<file path="config.mk">
export PLATFORM = sky130hd
export DESIGN_NAME = audio_voice_mixer_flat
export DESIGN_NICKNAME = d
export VERILOG_FILES = /design/src/rtl/audio_voice_mixer_if.sv /design/src/rtl/audio_voice_mixer.sv /design/src/flat_wrapper.sv
export SDC_FILE = /design/constraint.sdc
export NUM_CORES = 1
export LEC_CHECK = 0
export ABC_CLOCK_PERIOD_IN_PS = 9400
export CORE_AREA = 2 2 206 208
export DETAILED_ROUTE_END_ITERATION = 10
export DIE_AREA = 0 0 208 210
export GPL_ROUTABILITY_DRIVEN = 0
export GPL_TIMING_DRIVEN = 0
export HOLD_SLACK_MARGIN = 0.08
export PLACE_DENSITY = 0.71
export RECOVER_POWER = 50
export SKIP_CTS_REPAIR_TIMING = 1
export SLEW_MARGIN = 40
export SYNTH_ARGS = -nofsm -noshare
export SYNTH_HDL_FRONTEND = slang
export SYNTH_SLANG_ARGS = --single-unit
</file>
<file path="constraint.sdc">
create_clock -name clk -period 9.4 [get_ports clk]
set_input_delay 1.88 -clock clk [delete_from_list [all_inputs] [get_ports clk]]
set_output_delay 1.88 -clock clk [all_outputs]
set_load 0.05 [all_outputs]
</file>
<file path="src/rtl/audio_voice_mixer_if.sv">
// Avalon-MM register-write port for audio_voice_mixer.
// The host side drives it through 'master'; the mixer receives it through 'slave'.
interface audio_voice_mixer_if #(
    parameter int unsigned AW = 4
);
    logic          chipselect;
    logic          write;
    logic [AW-1:0] address;
    logic [15:0]   writedata;

    modport master (output chipselect, write, address, writedata);
    modport slave  (input  chipselect, write, address, writedata);
endinterface

</file>
<file path="src/rtl/audio_voice_mixer.sv">
// audio_voice_mixer: multi-voice sample player sharing one sample ROM.
// For each codec sample request it visits every voice in index order.
// Per voice it issues one ROM read, waits ROM_LAT cycles, scales the data by
// the voice volume and adds it to a wide accumulator. The sum is saturated
// to SAMPLE_W bits and presented on audio_output with a sample_valid pulse.
// Optional feature: define VOICE_IRQ_EN to enable the per-voice done flags
// and irq. Without it, done and irq stay 0.
module audio_voice_mixer #(
    parameter int unsigned NUM_VOICES = 4,
    parameter int unsigned SAMPLE_W   = 16,
    parameter int unsigned ADDR_W     = 15,
    parameter int unsigned ROM_LAT    = 1
) (
    input  logic                       clk,
    input  logic                       resetn,
    audio_voice_mixer_if.slave         avs,
    input  logic                       sample_req,
    output logic [ADDR_W-1:0]          rom_addr,
    input  logic signed [SAMPLE_W-1:0] rom_q,
    output logic signed [SAMPLE_W-1:0] audio_output,
    output logic                       sample_valid,
    output logic                       overrun,
    output logic                       irq
);

    localparam int unsigned AW     = $clog2(NUM_VOICES) + 2;
    localparam int unsigned VW     = (NUM_VOICES > 1) ? $clog2(NUM_VOICES) : 1;
    localparam int unsigned ACC_W  = SAMPLE_W + $clog2(NUM_VOICES) + 1;
    localparam int unsigned PROD_W = SAMPLE_W + 9;
    localparam int unsigned CW     = 2;

    localparam logic signed [ACC_W-1:0] SAT_MAX = ACC_W'(2 ** (SAMPLE_W - 1) - 1);
    localparam logic signed [ACC_W-1:0] SAT_MIN = ~SAT_MAX;

    localparam logic [2:0] S_IDLE  = 3'd0;
    localparam logic [2:0] S_FETCH = 3'd1;
    localparam logic [2:0] S_WAIT  = 3'd2;
    localparam logic [2:0] S_ACC   = 3'd3;
    localparam logic [2:0] S_OUT   = 3'd4;

    logic [2:0]                 r_state;
    logic [2:0]                 w_state_nxt;
    logic [VW-1:0]              r_voice;
    logic [CW-1:0]              r_wait_cnt;
    logic signed [ACC_W-1:0]    r_acc;
    logic [ADDR_W-1:0]          r_rom_addr;
    logic signed [SAMPLE_W-1:0] r_audio;
    logic                       r_valid;
    logic                       r_overrun;
    logic                       r_irq;

    logic [ADDR_W-1:0]          r_start [NUM_VOICES];
    logic [15:0]                r_len   [NUM_VOICES];
    logic [15:0]                r_pos   [NUM_VOICES];
    logic [7:0]                 r_vol   [NUM_VOICES];
    logic [NUM_VOICES-1:0]      r_play;
    logic [NUM_VOICES-1:0]      r_loop;
    logic [NUM_VOICES-1:0]      w_done;

    logic                       w_last_voice;
    logic                       w_wait_done;
    logic [AW-1:0]              w_addr;
    logic [AW-1:0]              w_addr_voice;
    logic [VW-1:0]              w_wr_voice;
    logic [1:0]                 w_wr_reg;
    logic                       w_wr;
    logic [ADDR_W-1:0]          w_fetch_addr;
    logic signed [PROD_W-1:0]   w_prod;
    logic signed [PROD_W-1:0]   w_scaled;
    logic signed [ACC_W-1:0]    w_contrib;
    logic signed [SAMPLE_W-1:0] w_sat;
    logic                       w_cur_active;
    logic                       w_unused;

`ifdef VOICE_IRQ_EN
    logic [NUM_VOICES-1:0]      r_done;
    assign w_done = r_done;
`else
    assign w_done = '0;
`endif

    // Host write decode: {voice, reg}; writes to nonexistent voices are dropped.
    assign w_addr       = avs.address;
    assign w_addr_voice = w_addr >> 2;
    assign w_wr_voice   = VW'(w_addr_voice);
    assign w_wr_reg     = w_addr[1:0];
    assign w_wr         = avs.chipselect && avs.write && (w_addr_voice < AW'(NUM_VOICES));
    assign w_unused     = ^avs.writedata[7:2];

    // Sequencer conditions.
    assign w_last_voice = (r_voice == VW'(NUM_VOICES - 1));
    assign w_wait_done  = (r_wait_cnt == CW'(ROM_LAT - 1));

    // Datapath for the voice being visited: address, volume scaling, saturation.
    assign w_fetch_addr = r_start[r_voice] + ADDR_W'(r_pos[r_voice]);
    assign w_prod       = PROD_W'(rom_q) * PROD_W'($signed({1'b0, r_vol[r_voice]}));
    assign w_scaled     = w_prod >>> 8;
    assign w_cur_active = r_play[r_voice] && (r_len[r_voice] != 16'd0);
    assign w_contrib    = w_cur_active ? ACC_W'(w_scaled) : '0;
    assign w_sat        = (r_acc > SAT_MAX) ? SAMPLE_W'(SAT_MAX) :
                          (r_acc < SAT_MIN) ? SAMPLE_W'(SAT_MIN) :
                                              SAMPLE_W'(r_acc);

    // FSM state register.
    always_ff @(posedge clk or negedge resetn) begin
        if (!resetn) begin
            r_state <= S_IDLE;
        end else begin
            r_state <= w_state_nxt;
        end
    end

    // FSM next-state logic.
    always_comb begin
        w_state_nxt = r_state;
        case (r_state)
            S_IDLE:  if (sample_req) w_state_nxt = S_FETCH;
            S_FETCH: w_state_nxt = S_WAIT;
            S_WAIT:  if (w_wait_done) w_state_nxt = S_ACC;
            S_ACC:   w_state_nxt = w_last_voice ? S_OUT : S_FETCH;
            S_OUT:   w_state_nxt = S_IDLE;
            default: w_state_nxt = S_IDLE;
        endcase
    end

    // Voice index and ROM wait counter.
    always_ff @(posedge clk or negedge resetn) begin
        if (!resetn) begin
            r_voice    <= '0;
            r_wait_cnt <= '0;
        end else begin
            if (r_state == S_IDLE) begin
                r_voice <= '0;
            end else if (r_state == S_ACC && !w_last_voice) begin
                r_voice <= r_voice + VW'(1);
            end
            if (r_state == S_FETCH) begin
                r_wait_cnt <= '0;
            end else if (r_state == S_WAIT) begin
                r_wait_cnt <= r_wait_cnt + CW'(1);
            end
        end
    end

    // ROM address, accumulator and output sample.
    always_ff @(posedge clk or negedge resetn) begin
        if (!resetn) begin
            r_rom_addr <= '0;
            r_acc      <= '0;
            r_audio    <= '0;
            r_valid    <= 1'b0;
        end else begin
            r_valid <= 1'b0;
            if (r_state == S_FETCH) begin
                r_rom_addr <= w_fetch_addr;
            end
            if (r_state == S_ACC) begin
                r_acc <= r_acc + w_contrib;
            end
            if (r_state == S_OUT) begin
                r_audio <= w_sat;
                r_valid <= 1'b1;
                r_acc   <= '0;
            end
        end
    end

    // Sticky overrun flag and irq level.
    always_ff @(posedge clk or negedge resetn) begin
        if (!resetn) begin
            r_overrun <= 1'b0;
            r_irq     <= 1'b0;
        end else begin
            if (sample_req && r_state != S_IDLE) begin
                r_overrun <= 1'b1;
            end else if (w_wr && w_wr_voice == '0 && w_wr_reg == 2'd3 && avs.writedata[15]) begin
                r_overrun <= 1'b0;
            end
            r_irq <= |w_done;
        end
    end

    // Per-voice registers: playback advance in ACC, then host writes, which take priority.
    always_ff @(posedge clk or negedge resetn) begin
        if (!resetn) begin
            for (int v = 0; v < NUM_VOICES; v++) begin
                r_start[v] <= '0;
                r_len[v]   <= '0;
                r_pos[v]   <= '0;
                r_vol[v]   <= '0;
            end
            r_play <= '0;
            r_loop <= '0;
`ifdef VOICE_IRQ_EN
            r_done <= '0;
`endif
        end else begin
            if (r_state == S_ACC && r_play[r_voice]) begin
                if (r_len[r_voice] == 16'd0 || r_pos[r_voice] == r_len[r_voice] - 16'd1) begin
                    if (r_loop[r_voice] && r_len[r_voice] != 16'd0) begin
                        r_pos[r_voice] <= '0;
                    end else begin
                        r_play[r_voice] <= 1'b0;
`ifdef VOICE_IRQ_EN
                        r_done[r_voice] <= 1'b1;
`endif
                    end
                end else begin
                    r_pos[r_voice] <= r_pos[r_voice] + 16'd1;
                end
            end
            if (w_wr) begin
                case (w_wr_reg)
                    2'd0: r_start[w_wr_voice] <= ADDR_W'(avs.writedata);
                    2'd1: r_len[w_wr_voice]   <= avs.writedata;
                    2'd2: begin
                        r_play[w_wr_voice] <= avs.writedata[0];
                        r_loop[w_wr_voice] <= avs.writedata[1];
                        r_vol[w_wr_voice]  <= avs.writedata[15:8];
                        // A (re)start also clears a done flag raised in the same cycle.
                        if (avs.writedata[0]) begin
                            r_pos[w_wr_voice] <= '0;
`ifdef VOICE_IRQ_EN
                            r_done[w_wr_voice] <= 1'b0;
`endif
                        end
                    end
                    default: begin
`ifdef VOICE_IRQ_EN
                        r_done[w_wr_voice] <= 1'b0;
`endif
                    end
                endcase
            end
        end
    end

    assign rom_addr     = r_rom_addr;
    assign audio_output = r_audio;
    assign sample_valid = r_valid;
    assign overrun      = r_overrun;
    assign irq          = r_irq;

endmodule

</file>
<file path="src/flat_wrapper.sv">
// flat-port wrapper written by rule: the top's interface ports become plain ports
module audio_voice_mixer_flat 
#(
    parameter int unsigned NUM_VOICES = 4,
    parameter int unsigned SAMPLE_W   = 16,
    parameter int unsigned ADDR_W     = 15,
    parameter int unsigned ROM_LAT    = 1
)
  (clk, resetn, sample_req, rom_addr, rom_q, audio_output, sample_valid, overrun, irq, avs_chipselect, avs_write, avs_address, avs_writedata);
  audio_voice_mixer_if #(.AW(($clog2((4)) + 2))) avs_i ();
  input  logic clk;
  input  logic resetn;
  input  logic sample_req;
  output logic [ADDR_W-1:0] rom_addr;
  input  logic signed [SAMPLE_W-1:0] rom_q;
  output logic signed [SAMPLE_W-1:0] audio_output;
  output logic sample_valid;
  output logic overrun;
  output logic irq;
  input wire logic [$bits(avs_i.chipselect)-1:0] avs_chipselect;
  input wire logic [$bits(avs_i.write)-1:0] avs_write;
  input wire logic [$bits(avs_i.address)-1:0] avs_address;
  input wire logic [$bits(avs_i.writedata)-1:0] avs_writedata;
  assign avs_i.chipselect = avs_chipselect;
  assign avs_i.write = avs_write;
  assign avs_i.address = avs_address;
  assign avs_i.writedata = avs_writedata;
  audio_voice_mixer #(.NUM_VOICES(NUM_VOICES), .SAMPLE_W(SAMPLE_W), .ADDR_W(ADDR_W), .ROM_LAT(ROM_LAT)) u_core (.clk(clk), .resetn(resetn), .avs(avs_i), .sample_req(sample_req), .rom_addr(rom_addr), .rom_q(rom_q), .audio_output(audio_output), .sample_valid(sample_valid), .overrun(overrun), .irq(irq));
endmodule
</file>
# Yosys cells after proc, flatten, opt, wreduce, memory -nomap -nowiden
# Cells that the tools add are included.
totals:
  ff_bits: 287
  output_inout_bits: 34
classes:
  bitwise: 8
  n_addsub: 6
  reduce_logical: 31
  mux: 61
  n_lt_le_gt_ge: 11
  mul: 1
  n_eq_ne: 11
op_table:
  columns: ["op", "n"]
  rows:
  - ["64-bit 2-to-1 mux", 6]
  - ["64-bit bitwise AND", 2]
  - ["64-bit bitwise mux", 2]
  - ["16-bit 2-to-1 mux", 8]
  - ["64-bit NOT", 2]
  - ["16-bit binary-select mux with 2-bit select", 2]
  - ["16-bit demux with 2-bit select", 2]
  - ["60-bit bitwise mux", 1]
  - ["19-bit 2-to-1 mux", 3]
  - ["15-bit 2-to-1 mux", 3]
  - ["32-bit bitwise mux", 1]
  - ["15-bit binary-select mux with 2-bit select", 1]
  - ["15-bit demux with 2-bit select", 1]
  - ["16-bit by 9-bit multiplier with 25-bit output", 1]
  - ["8-bit 2-to-1 mux", 3]
  - ["4-bit 2-to-1 mux", 5]
  - ["19-bit adder", 1]
  - ["19-bit by 16-bit > comparator with 1-bit output, second input constant", 1]
  - ["19-bit by 16-bit less-than comparator with 1-bit output, second input constant", 1]
  - ["16-bit by 1-bit adder with 16-bit output, second input constant", 1]
  - ["8-bit binary-select mux with 2-bit select", 1]
  - ["8-bit demux with 2-bit select", 1]
  - ["16-bit == test", 1]
  - ["16-bit zero test", 1]
  - ["other kinds (33)", 78]

# Logic depth before layout (Yosys ltp)
# Gate-level depths: netlist (run 1).
depth:
  depth_word: 14
  depth_mapped: 36

# Worst setup path after synthesis (run 1)
# No wires, ideal clock.
synth_path:
  kind: "register to register"
  startpoint: "register u_core.r_voice[0]"
  endpoint: "register u_core.r_acc[18]"
  path_slack_ps: 844
  setup_ps: 79
  stages_incl_launch_ff: 35
  required_time_ps: 9321
  arrival_ps: 8476
  synth_period_minus_slack_ps: 8556
  cell_sequence: "dfrtp_1 > buf_6 > buf_6 > buf_6 > buf_6 > buf_4 > buf_1 > mux4_2 > clkbuf_1 > nand2_1 > fa_1 > inv_1 > fa_1 > inv_1 > fa_1 > fa_1 > inv_1 > ha_1 > and4_1 > nand4_1 > nor3_1 > o2111ai_1 > a31oi_1 > o2111ai_1 > a21boi_0 > o31ai_1 > mux2_2 > ha_1 > or3_1 > nor3_1 > nand2b_1 > a21oi_1 > or4_1 > a21oi_1 > a2bb2oi_1"
synth_between:
  elab_chain_cells: 10
synth_rtl:
  columns: ["item", "line_no", "rtl"]
  rows:
  - ["from (decl)", "audio_voice_mixer.sv:43", "logic [VW-1:0] r_voice;"]
  - ["from (signal assigned)", "audio_voice_mixer.sv:135", "r_voice <= r_voice + VW'(1);"]
  - ["parallel branches: the longest is 6 deep, another holds 16-bit by 9-bit multiplier with 25-bit output", null, null]
  - ["19-bit 2-to-1 mux *", "audio_voice_mixer.sv:99", "assign w_contrib = w_cur_active ? ACC_W'(w_scaled) : '0;"]
  - ["19-bit adder *", "audio_voice_mixer.sv:158", "r_acc <= r_acc + w_contrib;"]
  - ["19-bit 2-to-1 mux *", "audio_voice_mixer.sv:157", "if (r_state == S_ACC) begin"]
  - ["19-bit 2-to-1 mux *", "audio_voice_mixer.sv:160", "if (r_state == S_OUT) begin"]
  - ["to (signal assigned)", "audio_voice_mixer.sv:158", null]
  - ["to (decl)", "audio_voice_mixer.sv:45", "logic signed [ACC_W-1:0] r_acc;"]
# Every way passes the cells marked *. The select of a mux whose other input is x is not followed.
# A chain may end at the register's enable or synchronous reset.

# Worst setup path after layout (run 1)
# Same ends and word-level chain as after synthesis.

==> results by group, run 1 <==
Run status
  – Run status: finished with violations
  – Violations in the final reports: max-capacitance violations, max-slew violations

Synthesis
  – Number of synthesized flops with an enable pin: 0
  – Syn Area/Cell: between 10 and 15 um2
  – Post-synthesis sequential area ratio: 0.374
  – Total of flip-flops plus latches after synthesis: about 290
  – Post-Synthesis Cell Area: approximately 0.019 mm2
  – Most used flip-flop cell after synthesis: sky130_fd_sc_hd__dfrtp_1
  – Syn Inst Count: 1,745
  – Async SR Flop Fraction: 1.00
  – Syn nets: just under 2,000
  – Cell variety after synth: 78
  – Synthesis Warnings: 0

Detailed routing
  – DRC violations left: 0
  – Number of vias after detailed routing: between 10,000 and 15,000
  – Met1 Routed Length: 20,500 um
  – Final routed wire length divided by cell count: between 15 and 20 um
  – Met2 Wirelength: about 24,000 um
  – Highest layer used for signal routing: met4
  – Met3 routed WL: ~2200 um
  – TritonRoute pass-1 iters: 5
  – Residual antenna-violating net count after detailed routing: 0
  – Final wirelength: approximately 48,000 um
  – Initial DRC count: 934
  – Via-to-Cell Ratio: 5.74

Global route
  – Initial antenna violation count: 0
  – Vias in the first global route: 14,972
  – Global-route wire length before repair: 80,200 um
  – Total global routing overflow: 0
  – Global-route usage over all layers: 0.231
  – Pin count of the biggest net entering global routing: ~80

Setup path
  – Delay contributed by the slowest stage of the critical path: a little over 0.6 ns
  – Slowest cell on the critical path: sky130_fd_sc_hd__mux4_2
  – Critical path class: reg2reg
  – Critical path launch point type: register
  – Cell depth of the worst setup path: 33
  – Highest net fanout along the worst path: 19
  – Cell with the most instances on the worst path: sky130_fd_sc_hd__fa_1
  – WP data arrival: approximately 9.4 ns
  – Dominant delay contributor by cell family on the critical path: adder cells
  – Worst-case reg-to-reg path depth: 33
  – CP Data Required Time: 9.85 ns
  – Type of element capturing the critical path: register
  – Worst path bufs/invs: 9

STA
  – Setup Total Neg Slack: 0 ns
  – FMAX: ~0.11 GHz
  – Fraction of the cycle the final worst path needs: 0.954
  – Final count of pins violating max slew: ~230
  – Setup Skew: 0.0319 ns
  – Transition time of the tightest slew-check pin: 3.07 ns
  – Final Hold Viols: 0
  – Clock period minus worst slack: between 8 and 9 ns
  – Number of setup violations in the final report: 0
  – Relative slew slack: -1.04

Cells and area
  – Most common cell after layout, fill and taps aside: sky130_fd_sc_hd__dfrtp_1
  – Fraction of layout instances using a drive strength above 1: 0.180
  – Area growth from synthesis to layout: 13.8%
  – Top library cells by usage in the layout, fill and taps aside: 286 x sky130_fd_sc_hd__dfrtp_1, 184 x sky130_fd_sc_hd__nand2_1, 173 x sky130_fd_sc_hd__inv_1
  – Nets@finish: around 2,100
  – Utilization after layout: 0.527
  – Filler cells: around 3,500
  – Number of diodes added for antenna fixing: 0

CTS
  – TritonCTS Sinks: between 200 and 300
  – Clock transition time at the flip-flop clock pins of the worst setup and hold paths: ~0.060 ns
  – TritonCTS clock tree: yes
  – Clock latency reported for the late side of the worst-skew pair: around 0.55 ns
  – Num CTS Buffers: 34
  – Root Buffer: sky130_fd_sc_hd__clkbuf_16
  – H-tree depth: 2
  – Number of buffers on the longest clock path: 3

Floorplanning
  – Overall die area: ~0.044 mm2
  – Horizontal extent of the die: roughly 210 um
  – Vertical die dimension: about 210 um
  – Floorplan row count: 75
  – Core ar.: ~0.041 mm2
  – Initial standard-cell utilization of the core: 0.463
  – I/O pins: 75

Place
  – Count of input and output buffers: 72
  – Placed wire-length estimate after detailed placement: between 30,000 and 40,000 um

Power and ir drop
  – Maximum vdd ir drop: between 0.3 and 0.4 mV
  – LEAKAGE: between 0.01 and 0.015 uW
  – Power density normalized to cell area: about 400 mW/mm2

Flow run
  – Number of maximum-capacitance constraint violations: 4

Worst hold path
  – Cell count of the worst hold path: 2
  – Class of the tightest hold or removal check: reg2reg
-- cells by family (layout without fill, tap and decap cells) --
family	Yosys count	in the layout	share of synthesized area
xor gates and xnor gates	62	62	0.0287
adders and majority gates	187	187	0.162
other	1	1	0.000195
buffers and inverters	249	386	0.0532
muxes	218	218	0.162
AOI/OAI and AO/OA	274	274	0.101
DFF	287	287	0.374
and+or+nand+nor	467	467	0.119
-- cell type report --
| cell class | count | area, um2 | area share |
|---|---|---|---|
| Buffer | 72 | 388 | 0.0177 |
| Clock inverter | 18 | 173 | 0.00790 |
| Sequential cell | 287 | 7180 | 0.329 |
| Tap cell | 539 | 674 | 0.0309 |
| Timing Repair Buffer | 78 | 778 | 0.0356 |
| Multi-Input combinational cell | 1209 | 11100 | 0.506 |
| Clock buffer | 44 | 938 | 0.0429 |
| Inverter | 174 | 653 | 0.0299 |
-- tightest hold or removal path: cells and delay by family (launching register included) --
family	cells	cell delay (ns)
flip-flops	1	0.34
AND/OR/NAND/NOR	2	0.10
-- state kept, by name (all words and copies together), names as in the netlist --
signal / flops
u_core.r_state: 3
u_core.r_start: 60
u_core.r_loop: 4
u_core.r_len: 64
u_core.r_vol: 32
u_core.overrun: 1
u_core.sample_valid: 1
u_core.r_pos: 64
u_core.r_voice: 2
u_core.rom_addr: 15
u_core.r_wait_cnt: 2
u_core.r_play: 4
u_core.audio_output: 16
u_core.r_acc: 19
-- metal layers --
layer  track usage  up-vias
li1              -     6322
met1         0.296     7136
met2         0.399      351
met3        0.0305       91
met4        0.0910        0
met5             0        -
-- where the power goes --
group / switching, uW / total [uW] / internal [uW]
clock: 556 / 1300 / 747
sequential: 165 / 1680 / 1510
combinational: 3380 / 5790 / 2410
total: 4100 / 8770 / 4670
-- stage by stage --
step                cell area [um2]  power [uW]  std cells  setup WS (ns)  hold slack, ns
floorplan                     19200        5950       1745          0.844           0.445
CTS                           21900        8740       2422          -1.43           0.469
global placement              20600        7230       2356          -5.68           0.452
finish                        21900        8770       2421          0.437           0.467
global route                  21900        9670       2421        -0.0488           0.496
detailed placement            20700        7400       2360          -1.38           0.455
-- synthesized netlist by cell type (all sizes together) (8+ instances only) --
master | count | area [um2]
or2 | 8 | 50.1
mux4 | 58 | 1310
nor3 | 31 | 160
ha | 84 | 1050
o21ai | 63 | 319
a211oi | 13 | 103
o211ai | 17 | 128
o31ai | 14 | 105
nor2 | 66 | 248
buf | 30 | 200
nand2b | 12 | 75.1
dfrtp | 287 | 7180
xnor2 | 28 | 253
xor2 | 34 | 298
o2bb2ai | 42 | 368
and3 | 18 | 113
nand4 | 17 | 106
nand2 | 184 | 691
a21o | 19 | 143
inv | 173 | 649
nand3 | 23 | 120
fa | 103 | 2060
o21a | 11 | 82.6
and2 | 65 | 409
clkbuf | 45 | 169
mux2 | 157 | 1770
a21oi | 42 | 210
-- final timing paths --
kind,start,end,slack (ns)
min in group asynchronous,resetn,u_core.r_vol[20],1.72
worst max register to register,u_core.r_voice[0],u_core.r_acc[18],0.44
worst min register to register,u_core.audio_output[8],u_core.audio_output[8],0.47
worst min-delay path,u_core.audio_output[8],u_core.audio_output[8],0.47
max in group asynchronous,resetn,u_core.r_acc[11],1.64
worst max-delay path,u_core.r_voice[0],u_core.r_acc[18],0.44
No activity file was read; power rests on OpenSTA's default activity.
==> inputs of run 2 (changes only) <==
--- a/config.mk
+++ b/config.mk
@@ -5,10 +5,12 @@
 export SDC_FILE = /design/constraint.sdc
 export NUM_CORES = 1
 export LEC_CHECK = 0
+export ABC_AREA = 1
 export ABC_CLOCK_PERIOD_IN_PS = 9400
-export CORE_AREA = 2 2 206 208
+export CAP_MARGIN = 20
+export CORE_AREA = 2 2 215 217
 export DETAILED_ROUTE_END_ITERATION = 10
-export DIE_AREA = 0 0 208 210
+export DIE_AREA = 0 0 217 219
 export GPL_ROUTABILITY_DRIVEN = 0
 export GPL_TIMING_DRIVEN = 0
 export HOLD_SLACK_MARGIN = 0.08
==> run 2 against run 1 <==
Effect of this change:
- critical path depth rose by 9
- sequential share of layout area is 2.4 points lower
- non-clock buffer count grew 62
- die area is 8.8% higher
- fmax rose by 3.4%
- the flow still finishes with violations (max-capacitance violations, max-slew violations)
- highest routed layer unchanged
- area after synthesis increased by 9.1%
- design area grew 7.9%
- worst hold slack better by 0.015 ns
- largest cell class unchanged
==> results by group, run 2 <==
Detailed routing
  – DRC violations left: 0 (unchanged)
  – Number of vias after detailed routing: 20,024 (+44%)
  – TritonRoute pass-1 iters: 6 (+1)
  – Final routed wire length divided by cell count: 17.9 um (-10%)
  – Highest layer used for signal routing: met4
  – Final wirelength: 64,500 um (+33%)
  – Via-to-Cell Ratio: 5.57 (-3.1%)
  – Met3 routed WL: 5410 um (+150%)
  – Residual antenna-violating net count after detailed routing: 0 (unchanged)
  – Met2 Wirelength: 30,200 um (+26%)
  – Initial DRC count: 2,155 (+130%)
  – Met1 Routed Length: 26,200 um (+28%)

Cells and area
  – Area used by multi-input combinational logic: 0.0119 mm2 (+7.3%)
  – Nets@finish: 3,200 (+54%)
  – Register area: 0.00718 mm2 (about the same)
  – Top library cells by usage in the layout, fill and taps aside: 720 x sky130_fd_sc_hd__nand2_1, 367 x sky130_fd_sc_hd__nor2_1, 326 x sky130_fd_sc_hd__o21ai_0
  – Fraction of layout instances using a drive strength above 1: 0.0447 (-0.135)
  – Number of diodes added for antenna fixing: 0 (unchanged)
  – Filler cells: 4,374 (+23%)
  – Most common cell after layout, fill and taps aside: sky130_fd_sc_hd__nand2_1
  – Leading registers by flop count: u_core.r_len (64), u_core.r_pos (64), u_core.r_start (60)
  – Area growth from synthesis to layout: 12.5%

STA
  – FMAX: 0.115 GHz (+3.4%)
  – Final Hold Viols: 0 (unchanged)
  – Relative slew slack: -1.77 (-0.723)
  – Clock period minus worst slack: 8.67 ns (-0.297 ns)
  – Number of setup violations in the final report: 0 (unchanged)
  – Tightest hold margin: 0.483 ns (+0.0155 ns)
  – Final count of pins violating max slew: 296 (+28%)
  – Setup repair after global routing missed its margin: false
  – Setup Skew: 0.0406 ns (+0.00867 ns)
  – Fraction of the cycle the final worst path needs: 0.922 (-0.0316)
  – Setup slack after layout: 0.734 ns (+0.297 ns)
  – Transition time of the tightest slew-check pin: 4.15 ns (+1.08 ns)

Global route
  – Total global routing overflow: 0 (unchanged)
  – Global-route wire length before repair: 104,000 um (+29%)
  – Pin count of the biggest net entering global routing: 79 (-2.5%)
  – Vias in the first global route: 19,647 (+31%)
  – Initial antenna violation count: 0 (unchanged)
  – Global-route usage over all layers: 0.276 (+0.0459)

Synthesis
  – Cell types occupying the most area after synthesis: sky130_fd_sc_hd__dfrtp_1 34%, sky130_fd_sc_hd__nand2_1 13%, sky130_fd_sc_hd__fa_1 9.8%
  – Dominant combinational cell family by area after synthesis: simple AND/OR/NAND/NOR gates
  – Fraction of synthesized area in multiplexers: 0 (-0.162)
  – Syn nets: 3,088 (+57%)
  – Most used flip-flop cell after synthesis: sky130_fd_sc_hd__dfrtp_1
  – Compound-Gate Fraction of Synth Area: 0.146 (+0.0442)
  – Async SR Flop Fraction: 1.00 (unchanged)
  – Xor/xnor share of the synthesized area: 0.0262 (-0.00246)
  – Post-Synth Simple-Gate Area: 0.246 (+0.127)
  – Total of flip-flops plus latches after synthesis: 287 (unchanged)
  – Adder-cell share of the synthesized area: 0.148 (-0.0136)
  – Post-Synthesis Cell Area: 0.0210 mm2 (+9.1%)
  – Yosys top cell area share: 0.342 (-0.0313)
  – Most common cell in the netlist: sky130_fd_sc_hd__nand2_1
  – Cell type contributing the most total cell area after synthesis: sky130_fd_sc_hd__dfrtp_1
  – Syn Inst Count: 2,860 (+64%)
  – Number of synthesized flops with an enable pin: 0 (unchanged)
  – Synthesis Warnings: 0 (unchanged)
  – Post-synthesis sequential area ratio: 0.342 (-0.0313)
  – Syn Area/Cell: 7.33 um2 (-33%)
  – Synth top cells by count: 720 x sky130_fd_sc_hd__nand2_1, 370 x sky130_fd_sc_hd__nor2_1, 326 x sky130_fd_sc_hd__o21ai_0
  – Cell variety after synth: 52 (-33%)

Setup path
  – Worst-case reg-to-reg path depth: 42 (+27%)
  – Reg2Reg Setup Slack: 0.73 ns (+0.30 ns)
  – Type of element capturing the critical path: register
  – Slowest cell on the critical path: sky130_fd_sc_hd__fa_1
  – Delay contributed by the slowest stage of the critical path: 0.55 ns (-0.07 ns)
  – Highest net fanout along the worst path: 10 (-9)
  – WP data arrival: 9.09 ns (-0.32 ns)
  – CP Data Required Time: 9.83 ns (-0.02 ns)
  – Cell with the most instances on the worst path: sky130_fd_sc_hd__nand2_1
  – Worst R2R Start: u_core.r_voice[0]
  – Critical path launch point type: register
  – Reg-to-reg critical path endpoint: u_core.r_acc[18]
  – Critical path class: reg2reg

CTS
  – Clock latency reported for the late side of the worst-skew pair: 0.58 ns (+0.03 ns)
  – Root Buffer: sky130_fd_sc_hd__clkbuf_16
  – TritonCTS Sinks: 287 (unchanged)
  – Number of buffers on the longest clock path: 3 (unchanged)
  – Clock transition time at the flip-flop clock pins of the worst setup and hold paths: 0.06 ns (about the same)
  – TritonCTS clock tree: yes
  – Num CTS Buffers: 34 (unchanged)
  – H-tree depth: 2 (unchanged)

Floorplanning
  – I/O pins: 75 (unchanged)
  – Vertical die dimension: 219 um (+4.3%)
  – Core ar.: 0.0451 mm2 (+8.7%)
  – Initial standard-cell utilization of the core: 0.465 (+0.00189)
  – Horizontal extent of the die: 217 um (+4.3%)
  – Floorplan row count: 78 (+4.0%)
  – Overall die area: 0.0475 mm2 (+8.8%)

Run status
  – Run status: finished with violations
  – Violations in the final reports: max-capacitance violations, max-slew violations

Place
  – Placed wire-length estimate after detailed placement: 47,700 um (+30%)
  – Worst slack at placement: 0.682 ns (+2.06 ns)
  – Count of input and output buffers: 73 (+1.4%)

Worst hold path
  – Worst min-delay path endpoint: u_core.r_loop[1]
  – Cell count of the worst hold path: 2 (unchanged)
  – Hold path startpoint: u_core.r_loop[1]
  – Class of the tightest hold or removal check: reg2reg

Flow run
  – Number of maximum-capacitance constraint violations: 5 (+1)
-- run 2: cell types whose count changed after synthesis, sizes merged, moves of 63 or more --
cell and delta:
mux2 -157, o21ai +278, inv +150, a21oi +125, and2 -63, nand3 +118, nand2 +547, nor2 +311
-- run 2: final cells by class --
type | count | area share
buffer | 135 | 0.0283
clock buffer | 50 | 0.0407
clock inverter | 12 | 0.00684
inverter | 330 | 0.0527
multi-input combinational | 2107 | 0.504
sequential | 287 | 0.304
tap | 600 | 0.0318
timing repair buffer | 77 | 0.0313
-- run 2: cells by family (layout without fill, tap and decap cells) --
group | count (synthesis) | count (layout)
and+or+nand+nor | 1285 | 1285
AOI/OAI and AO/OA | 573 | 573
buffers and inverters | 466 | 604
DFF | 287 | 287
adders and majority gates | 187 | 187
xor gates and xnor gates | 61 | 61
other | 1 | 1
-- run 2: worst max path at each step --
| stage | startpoint | to | slack (ns) | depth (start not counted) |
|---|---|---|---|---|
| detailed placement | u_core.r_voice[1] | u_core.r_acc[18] | 0.68 | 42 |
| CTS | u_core.r_voice[1] | u_core.r_acc[18] | 0.63 | 42 |
| global route | u_core.r_voice[0] | u_core.r_acc[18] | 0.16 | 44 |
| finish | u_core.r_voice[0] | u_core.r_acc[18] | 0.73 | 42 |
| floorplan | rom_q[15] | u_core.r_acc[18] | 2.47 | 29 |
| global placement | resetn | u_core.r_pos[21] | -6.08 | 1 |
-- run 2: per-stage QoR --
step / setup TNS, ns / util / cell area [um2] / cells
final: 0 / 0.523 / 23600 / 3598
after global routing: 0 / 0.523 / 23600 / 3598
after CTS: 0 / 0.526 / 23700 / 3599
after detailed placement: 0 / 0.501 / 22600 / 3537
after global placement: -1738.36 / 0.498 / 22500 / 3533
after floorplan: 0 / - / 21000 / 2860
-- run 2: worst max-delay path, delay by kind of cell (launching register included) --
family / cells / cell delay (ns)
AOI/OAI and AO/OA: 6 / 1.17
adders and majority gates: 6 / 2.71
buffers and inverters: 11 / 2.25
DFF: 1 / 0.42
and+or+nand+nor: 19 / 1.91
-- run 2: routing by layer --
layer,vias to the layer above,track usage
met4,0,0.113
met3,168,0.0449
met5,-,0
met1,9579,0.361
met2,953,0.458
li1,9324,-
Power of run 2 is left out: the tool's default activity adds up to more than one toggle a clock period on the data nets, which glitch-free logic cannot reach.
